File: src/rtl/btb_update_queue_if.sv
// rtl/btb_update_queue_if.sv - execute-side enqueue and BTB-side write bundle for btb_update_queue
//
// Purpose: groups every non-clock/reset signal of btb_update_queue.
// Signals:
//   ex_valid, ex_taken, ex_pc, ex_target  resolved branch from the execute stage
//   ex_ready                              queue can take a non-coalescing enqueue
//   btb_busy                              BTB cannot take a write this cycle
//   w_pc, target_in, load                 head entry and write strobe to the BTB
//   count                                 occupancy
// Modports: slave = the queue, master = the surrounding pipeline/BTB side.
interface btb_update_queue_if #(
    parameter int AW    = 32,
    parameter int DEPTH = 4
);
    localparam int CW = $clog2(DEPTH) + 1;

    logic          ex_valid;
    logic          ex_taken;
    logic [AW-1:0] ex_pc;
    logic [AW-1:0] ex_target;
    logic          ex_ready;
    logic          btb_busy;
    logic [AW-1:0] w_pc;
    logic [AW-1:0] target_in;
    logic          load;
    logic [CW-1:0] count;

    modport slave (
        input  ex_valid, ex_taken, ex_pc, ex_target, btb_busy,
        output ex_ready, w_pc, target_in, load, count
    );

    modport master (
        output ex_valid, ex_taken, ex_pc, ex_target, btb_busy,
        input  ex_ready, w_pc, target_in, load, count
    );
endinterface

File: src/rtl/btb_update_queue.sv
// rtl/btb_update_queue.sv - coalescing FIFO between branch resolution and the BTB write port
//
// Purpose: buffers resolved taken branches and drains one per cycle into the
// BTB write port. A new update whose PC matches the most recently queued entry
// overwrites that entry's target instead of taking a new slot.
// Ports:
//   clk    rising-edge clock
//   rst_n  asynchronous active-low reset; clears pointers, count and storage
//   bus    btb_update_queue_if.slave (execute-side enqueue, BTB-side write, count)
module btb_update_queue #(
    parameter int DEPTH = 4,
    parameter int AW    = 32
) (
    input  logic                clk,
    input  logic                rst_n,
    btb_update_queue_if.slave   bus
);
    localparam int PW = $clog2(DEPTH);
    localparam int CW = PW + 1;

    logic [PW-1:0] head_q, head_d;
    logic [PW-1:0] tail_q, tail_d;
    logic [CW-1:0] count_q, count_d;
    logic [AW-1:0] pc_q  [DEPTH];
    logic [AW-1:0] pc_d  [DEPTH];
    logic [AW-1:0] tgt_q [DEPTH];
    logic [AW-1:0] tgt_d [DEPTH];

    logic          empty;
    logic          load;
    logic          req;
    logic          coal;
    logic          ready;
    logic          enq;
    logic [PW-1:0] last_idx;

    always_comb begin
        empty    = (count_q == '0);
        load     = !empty && !bus.btb_busy;
        req      = bus.ex_valid && bus.ex_taken;
        last_idx = tail_q - PW'(1);
        // Merging into the only entry while it is leaving would lose the new
        // target, so that case falls through to a normal enqueue.
        coal     = req && !empty && (bus.ex_pc == pc_q[last_idx])
                   && !((count_q == CW'(1)) && load);
        // A dequeue frees the head slot this edge, so a full queue still
        // accepts: the write lands in the slot being vacated.
        ready    = (count_q < CW'(DEPTH)) || load;
        enq      = req && !coal && ready;

        head_d = head_q;
        tail_d = tail_q;
        pc_d   = pc_q;
        tgt_d  = tgt_q;

        if (coal) begin
            tgt_d[last_idx] = bus.ex_target;
        end
        if (enq) begin
            pc_d[tail_q]  = bus.ex_pc;
            tgt_d[tail_q] = bus.ex_target;
            tail_d        = tail_q + PW'(1);
        end
        if (load) begin
            head_d = head_q + PW'(1);
        end

        count_d = count_q + {{PW{1'b0}}, enq} - {{PW{1'b0}}, load};
    end

    always_ff @(posedge clk or negedge rst_n) begin
        if (!rst_n) begin
            head_q  <= '0;
            tail_q  <= '0;
            count_q <= '0;
            for (int i = 0; i < DEPTH; i++) begin
                pc_q[i]  <= '0;
                tgt_q[i] <= '0;
            end
        end else begin
            head_q  <= head_d;
            tail_q  <= tail_d;
            count_q <= count_d;
            pc_q    <= pc_d;
            tgt_q   <= tgt_d;
        end
    end

    assign bus.load      = load;
    assign bus.w_pc      = empty ? '0 : pc_q[head_q];
    assign bus.target_in = empty ? '0 : tgt_q[head_q];
    assign bus.count     = count_q;
    assign bus.ex_ready  = ready;
endmodule

File: src/flat_wrapper.sv
// flat-port wrapper written by rule: the top's interface ports become plain ports
module btb_update_queue_flat 
#(
    parameter int DEPTH = 4,
    parameter int AW    = 32
)
  (clk, rst_n, bus_ex_valid, bus_ex_taken, bus_ex_pc, bus_ex_target, bus_btb_busy, bus_ex_ready, bus_w_pc, bus_target_in, bus_load, bus_count);
  btb_update_queue_if #(.AW(AW), .DEPTH(DEPTH)) bus_i ();
  input  logic clk;
  input  logic rst_n;
  input wire logic [$bits(bus_i.ex_valid)-1:0] bus_ex_valid;
  input wire logic [$bits(bus_i.ex_taken)-1:0] bus_ex_taken;
  input wire logic [$bits(bus_i.ex_pc)-1:0] bus_ex_pc;
  input wire logic [$bits(bus_i.ex_target)-1:0] bus_ex_target;
  input wire logic [$bits(bus_i.btb_busy)-1:0] bus_btb_busy;
  output wire logic [$bits(bus_i.ex_ready)-1:0] bus_ex_ready;
  output wire logic [$bits(bus_i.w_pc)-1:0] bus_w_pc;
  output wire logic [$bits(bus_i.target_in)-1:0] bus_target_in;
  output wire logic [$bits(bus_i.load)-1:0] bus_load;
  output wire logic [$bits(bus_i.count)-1:0] bus_count;
  assign bus_i.ex_valid = bus_ex_valid;
  assign bus_i.ex_taken = bus_ex_taken;
  assign bus_i.ex_pc = bus_ex_pc;
  assign bus_i.ex_target = bus_ex_target;
  assign bus_i.btb_busy = bus_btb_busy;
  assign bus_ex_ready = bus_i.ex_ready;
  assign bus_w_pc = bus_i.w_pc;
  assign bus_target_in = bus_i.target_in;
  assign bus_load = bus_i.load;
  assign bus_count = bus_i.count;
  btb_update_queue #(.DEPTH(DEPTH), .AW(AW)) u_core (.clk(clk), .rst_n(rst_n), .bus(bus_i));
endmodule
File: config.mk
export PLATFORM = sky130hd
export DESIGN_NAME = btb_update_queue_flat
export DESIGN_NICKNAME = d
export VERILOG_FILES = /design/src/rtl/btb_update_queue_if.sv /design/src/rtl/btb_update_queue.sv /design/src/flat_wrapper.sv
export SDC_FILE = /design/constraint.sdc
export NUM_CORES = 1
export LEC_CHECK = 0
export ABC_CLOCK_PERIOD_IN_PS = 10950
export BUFFER_PORTS_ARGS = -buffer_cell sky130_fd_sc_hd__buf_2
export CAP_MARGIN = 20
export CORE_MARGIN = 8
export CORE_UTILIZATION = 64
export DETAILED_ROUTE_END_ITERATION = 12
export GPL_TIMING_DRIVEN = 0
export PLACE_DENSITY = 0.9
export SYNTH_ARGS = -nofsm -noshare
export SYNTH_HDL_FRONTEND = slang
export SYNTH_SLANG_ARGS = --single-unit
File: constraint.sdc
create_clock -name clk -period 10.95 [get_ports clk]
set_clock_uncertainty 0.05 [all_clocks]
set_input_delay 2.19 -clock clk [delete_from_list [all_inputs] [get_ports clk]]
set_output_delay 2.19 -clock clk [all_outputs]
set_load 0.03 [all_outputs]
# [Word level (Yosys, flattened, before mapping)]
# Index checks and enable logic that the tools add are counted.
[totals] register_bits=263 in_bits=69 out_inout_bits=69 elab_cells=63
[classes] add_sub_neg=5 n_lt_le_gt_ge=6 n_eq_ne=2 muxes=20 bitwise=3 n_reduce_logical=16
[ops] cell="128-bit bitwise mux" n=3
[ops] cell="32-bit two-way mux" n=10
[ops] cell="128-bit two-way mux" n=2
[ops] cell="32-bit binary-select mux with 2-bit select" n=3
[ops] cell="32-bit demux with 2-bit select" n=2
[ops] cell="32-bit == test" n=1
[ops] cell="1-bit logical AND" n=10
[ops] cell="3-bit >= comparator, second input constant" n=3
[ops] cell="2-bit inverter with 3-bit output" n=3
[ops] cell="3-bit by 1-bit < comparator with 1-bit output, second input constant" n=2
[ops] cell="2-bit by 1-bit adder with 2-bit output, second input constant" n=2
[ops] cell="1-bit logical NOT" n=4
[ops] cell="3-bit by 1-bit adder with 3-bit output" n=1
[ops] cell="3-bit by 1-bit == test with 1-bit output, second input constant" n=1
[ops] cell="3-bit logical NOT" n=1
[ops] cell="3-bit < comparator, second input constant" n=1
[ops] cell="3-bit by 1-bit subtractor with 3-bit output" n=1
[ops] cell="2-bit by 1-bit subtractor with 2-bit output, second input constant" n=1
[ops] cell="1-bit logical OR" n=1

# [Logic depth before layout (Yosys ltp)]
[logic_depth] word_depth=13 ltp_mapped=19 mapped_depth_nobuf=13

# [Worst setup path after synthesis]
# Ideal clock, no wire load.
[synth_timing] path_type="input to register" from="input port bus_ex_pc[27]" to="register u_core.count_q[2] (netlist: u_core.bus.count[2])" arrival_ns=4.878 t_required_ns=10.777 path_slack_ns=5.899 path_stages=11 path_buffers=1 cell_sequence="a221oi_1 a21oi_1 or3b_1 or4_1 clkbuf_1 or2_2 and2_1 ha_1 fa_1 xnor2_1 xnor2_1"
[synth_via] elab_chain_len=8
[synth_lines] item="from (decl)" line="flat_wrapper.sv:13" text="input wire logic [$bits(bus_i.ex_pc)-1:0] bus_ex_pc;"
[synth_lines] item="32-bit == test" line="btb_update_queue.sv:44" text="coal = req && !empty && (bus.ex_pc == pc_q[last_idx])"
[synth_lines] item="1-bit logical AND" line="btb_update_queue.sv:44"
[synth_lines] item="1-bit logical AND" line="btb_update_queue.sv:45" text="&& !((count_q == CW'(1)) && load);"
[synth_lines] item="1-bit logical NOT" line="btb_update_queue.sv:49" text="enq = req && !coal && ready;"
[synth_lines] item="1-bit logical AND (2 in a row)" line="btb_update_queue.sv:49"
[synth_lines] item="3-bit by 1-bit adder with 3-bit output" line="btb_update_queue.sv:68" text="count_d = count_q + {{PW{1'b0}}, enq} - {{PW{1'b0}}, load};"
[synth_lines] item="3-bit by 1-bit subtractor with 3-bit output" line="btb_update_queue.sv:68"
[synth_lines] item="net u_core.count_d[2]" line="btb_update_queue.sv:23" text="logic [CW-1:0] count_q, count_d;"
[synth_lines] item="to (signal assigned)" line="btb_update_queue.sv:83" text="count_q <= count_d;"
[synth_lines] item="to (decl)" line="btb_update_queue.sv:23"
# The timed path passes the listed nets, and every way through them passes these cells.
# A chain may end at the register's enable or synchronous reset.

# [Final worst setup path]
[layout_timing] from="register u_core.tail_q[0]" to="register u_core.pc_q[59] in the netlist's numbering"
[layout_via] elab_chain_len=11 word_cells_on_any_way=18 classes_between="add/sub: 1; order compare: 2; eq/ne: 1; mux: 6; bitwise: 2; reduce/logical: 6"
[layout_lines] item="from (decl)" line="btb_update_queue.sv:22" text="logic [PW-1:0] tail_q, tail_d;"
[layout_lines] item="from (signal assigned)" line="btb_update_queue.sv:82" text="tail_q <= tail_d;"
[layout_lines] item="2-bit by 1-bit subtractor with 2-bit output" line="btb_update_queue.sv:41" text="last_idx = tail_q - PW'(1);"
[layout_lines] item="net u_core.last_idx[0]" line="btb_update_queue.sv:35" text="logic [PW-1:0] last_idx;"
[layout_lines] item="2-bit inverter with 3-bit output (implied by the code)" line="btb_update_queue.sv:44"
[layout_lines] item="32-bit binary-select mux with 2-bit select" line="btb_update_queue.sv:44"
[layout_lines] item="32-bit two-way mux (implied by the code) (2 in a row)" line="btb_update_queue.sv:44"
[layout_lines] item="32-bit == test" line="btb_update_queue.sv:44"
[layout_lines] item="1-bit logical AND" line="btb_update_queue.sv:44"
[layout_lines] item="1-bit logical AND" line="btb_update_queue.sv:45"
[layout_lines] item="1-bit logical NOT" line="btb_update_queue.sv:49"
[layout_lines] item="1-bit logical AND (2 in a row)" line="btb_update_queue.sv:49"
[layout_lines] item="to (signal assigned)" line="btb_update_queue.sv:84" text="pc_q <= pc_d;"
[layout_lines] item="to (decl)" line="btb_update_queue.sv:24" text="logic [AW-1:0] pc_q [DEPTH];"
# The timed path passes the listed nets, and every way through them passes these cells. The select of a mux whose other input is x is not followed.

==> reports/qor.yml <==
grt:
  grtUsageTotal: 0.255
  grt_pass1_wl_um: 52500
  antenna_found_initial: 3
  overflow: 0
  grt_pass1_vias: 9249
  grt_max_degree: 113
critical_path:
  path_cells: "buf_6 > clkbuf_1 > clkinv_1 > ha_1 > buf_6 > buf_2 > mux2i_1 > a2bb2oi_1 > a21oi_1 > or3b_1 > or4_1 > clkbuf_1 > o211ai_2 > clkbuf_1 > mux2_2"
  crit_family: "buffers and inverters"
  reg2reg_from: "u_core.tail_q[0]"
  cpPeakStageDelay_ns: 0.59
  critPathMostFrequentCell: "clkbuf_1"
  setup.worst_path.class: "register to register"
  reg2reg_setup_slack_ns: 4.51
  crit_slowest_cell: "dfrtp_1"
  arrival_ns: 6.81
  start_kind: "register"
  cp-end-kind: "register"
  worstPathMaxFanout: 10
  worstSetupStartpoint: "u_core.tail_q[0]"
  path_buf_inv: 7
  worst_ep_required_time_ns: 11.32
timing:
  hold_violations: 0
  slew_headroom: 0.310
  hold_slack_ns: 0.448
  layout_setup_ws_ns: 4.51
  tns_ns: 0
  fin_crit_sh: 0.588
  max_freq_ghz: 0.155
  slew_viol_final: 0
  setup_viol: 0
  tightest_slew_ns: 1.04
  fin_crit_ns: 6.44
  rsz0062_at_grt: "false"
min_path:
  hp-class: "register to register"
  min-delay-start: "u_core.tgt_q[57]"
logic_synthesis:
  ys_async_sr_fraction: 1.00
  ys_ff_latch: 263
  netlist_instances: 874
  syn_area_per_cell_um2: 15.5
  synthesis.nets: 950
  synth_edf_count: 0
  synth_area_um2: 13600
  yosysWarnings: 0
  seq_area_frac_synth: 0.485
  synth-main-ff-cell: "dfrtp_1"
  synthDistinctLibCells: 49
clock_tree:
  cts.sinks: 263
  cts_max_level: 1
  post_cts_buffers: 0
  insertion_delay_ns: 0.54
  cts_root_buf: "clkbuf_16"
  cts_resized: 0
  cts-buffers-inserted: 29
  clock_path_buffers: 3
  tritoncts: "done"
  postCtsHoldBufs: 0
  path_clk_slew_ns: 0.06
power:
  power_mw: 5.85
  p_per_area_nw_per_um2: 376
  peakVddDrop_v: 0.000205
  leakagePower_nw: 7.16
layout:
  drive_above_1_share: 0.509
  layout.nets: 1120
  design_area_um2: 15600
  syn_to_final_growth_pct: 14.8
die:
  core-area_um2: 20900
  die_h_um: 162
  row_count: 53
  die_x_um: 162
  ios: 138
  fp.dieArea_um2: 26100
  start_util: 0.649
placed_design:
  dp_slack_ns: 4.77
  numPortBuffers: 137
  hpwl_um: 21600
  place_congestion: 0.924
  placed_area_um2: 14700
drt:
  wirelength_um: 32900
  vias_per_cell: 6.35
  via_count: 8512
  firstDrtPassIters: 5
  post_drt_wl_per_cell_um: 24.5
  drc: 0
  antenna_left: 0
  dr.first_iter.drc_count: 781
flow_run:
  cap_violations: 0
outcome:
  outcome: "finished clean"
-- power by group --
group	switching [mW]	internal (mW)	total (mW)
sequential	0.325	1.46	1.78
combinational	1.64	1.49	3.13
clock	0.383	0.550	0.933
-- stage by stage --
stage | utilization | cells
after CTS | 0.745 | 1339
after global routing | 0.745 | 1340
after detailed placement | 0.701 | 1288
final | 0.745 | 1340
after floorplan | - | 874
after global placement | 0.698 | 1286
-- area by class of cell --
type | instances | area [um2]
multi-input combinational | 547 | 6600
tap | 275 | 344
timing repair buffer | 139 | 751
inverter | 8 | 30.0
sequential | 263 | 6580
fill | 1227 | 5330
buffer | 56 | 344
clock buffer | 44 | 842
clock inverter | 7 | 66.3
antenna | 1 | 2.50
-- sequential cells by signal, indices dropped and copies added, names as in the netlist --
name	flops
u_core.bus.count	3
u_core.tail_q	2
u_core.tgt_q	128
u_core.head_q	2
u_core.pc_q	128
-- worst paths after layout --
kind                       depth (start not counted)                to
max                                               15   u_core.pc_q[59]
min                                                1  u_core.tgt_q[57]
max reg2reg                                       15   u_core.pc_q[59]
min reg2reg                                        1  u_core.tgt_q[57]
max in group asynchronous                          2   u_core.pc_q[60]
min in group asynchronous                          1  u_core.tgt_q[69]
-- Yosys cell counts (2+ instances only) --
cell	number	area [um2]
mux4_2	74	1670
buf_1	6	22.5
dfrtp_1	263	6580
clkbuf_1	23	86.3
a21boi_4	4	75.1
or3b_1	2	17.5
buf_6	16	180
or4_1	2	15.0
nor4_1	3	18.8
nand4_1	6	37.5
nor2b_1	64	400
nand2_1	17	63.8
nor3_1	2	10.0
and3_1	2	12.5
xor2_1	8	70.1
buf_2	11	55.1
ha_1	6	75.1
xnor2_1	29	254
mux4_1	10	263
a31oi_1	2	12.5
inv_1	7	26.3
o21ai_0	12	60.1
a21oi_1	2	10.0
nand4b_1	2	17.5
o211ai_2	4	50.1
nand3_1	3	15.0
nor2_1	2	7.51
mux2i_1	24	240
mux2_2	188	2120
mux2_4	61	916
-- cells by family (layout without fill, tap and decap cells) --
family | Yosys count | after routing | share of synthesized area
buf+inv | 64 | 254 | 0.0276
mux | 357 | 357 | 0.384
simple gates | 112 | 112 | 0.0507
other cells | 0 | 1 | 0
flops | 263 | 263 | 0.485
fa+ha+maj | 7 | 7 | 0.00701
compound gates | 34 | 34 | 0.0217
xor+xnor | 37 | 37 | 0.0239
-- cell usage in the layout, fill, tap and decap left out, drive strengths merged, types with 8 or more instances in the layout --
cell	instances
xor2	8
inv	8
o21ai	12
nor2b	64
mux2i	24
nand2	17
buf	172
dfrtp	263
clkbuf	67
mux4	84
xnor2	29
mux2	249
-- routing by layer --
layer | GRT usage | part of all wire
met1 | 0.336 | 0.40
met2 | 0.416 | 0.49
met3 | 0.0473 | 0.064
met4 | 0.0947 | 0.040
met5 | 0 | 0.00064
(Power assumes the default switching activity.)
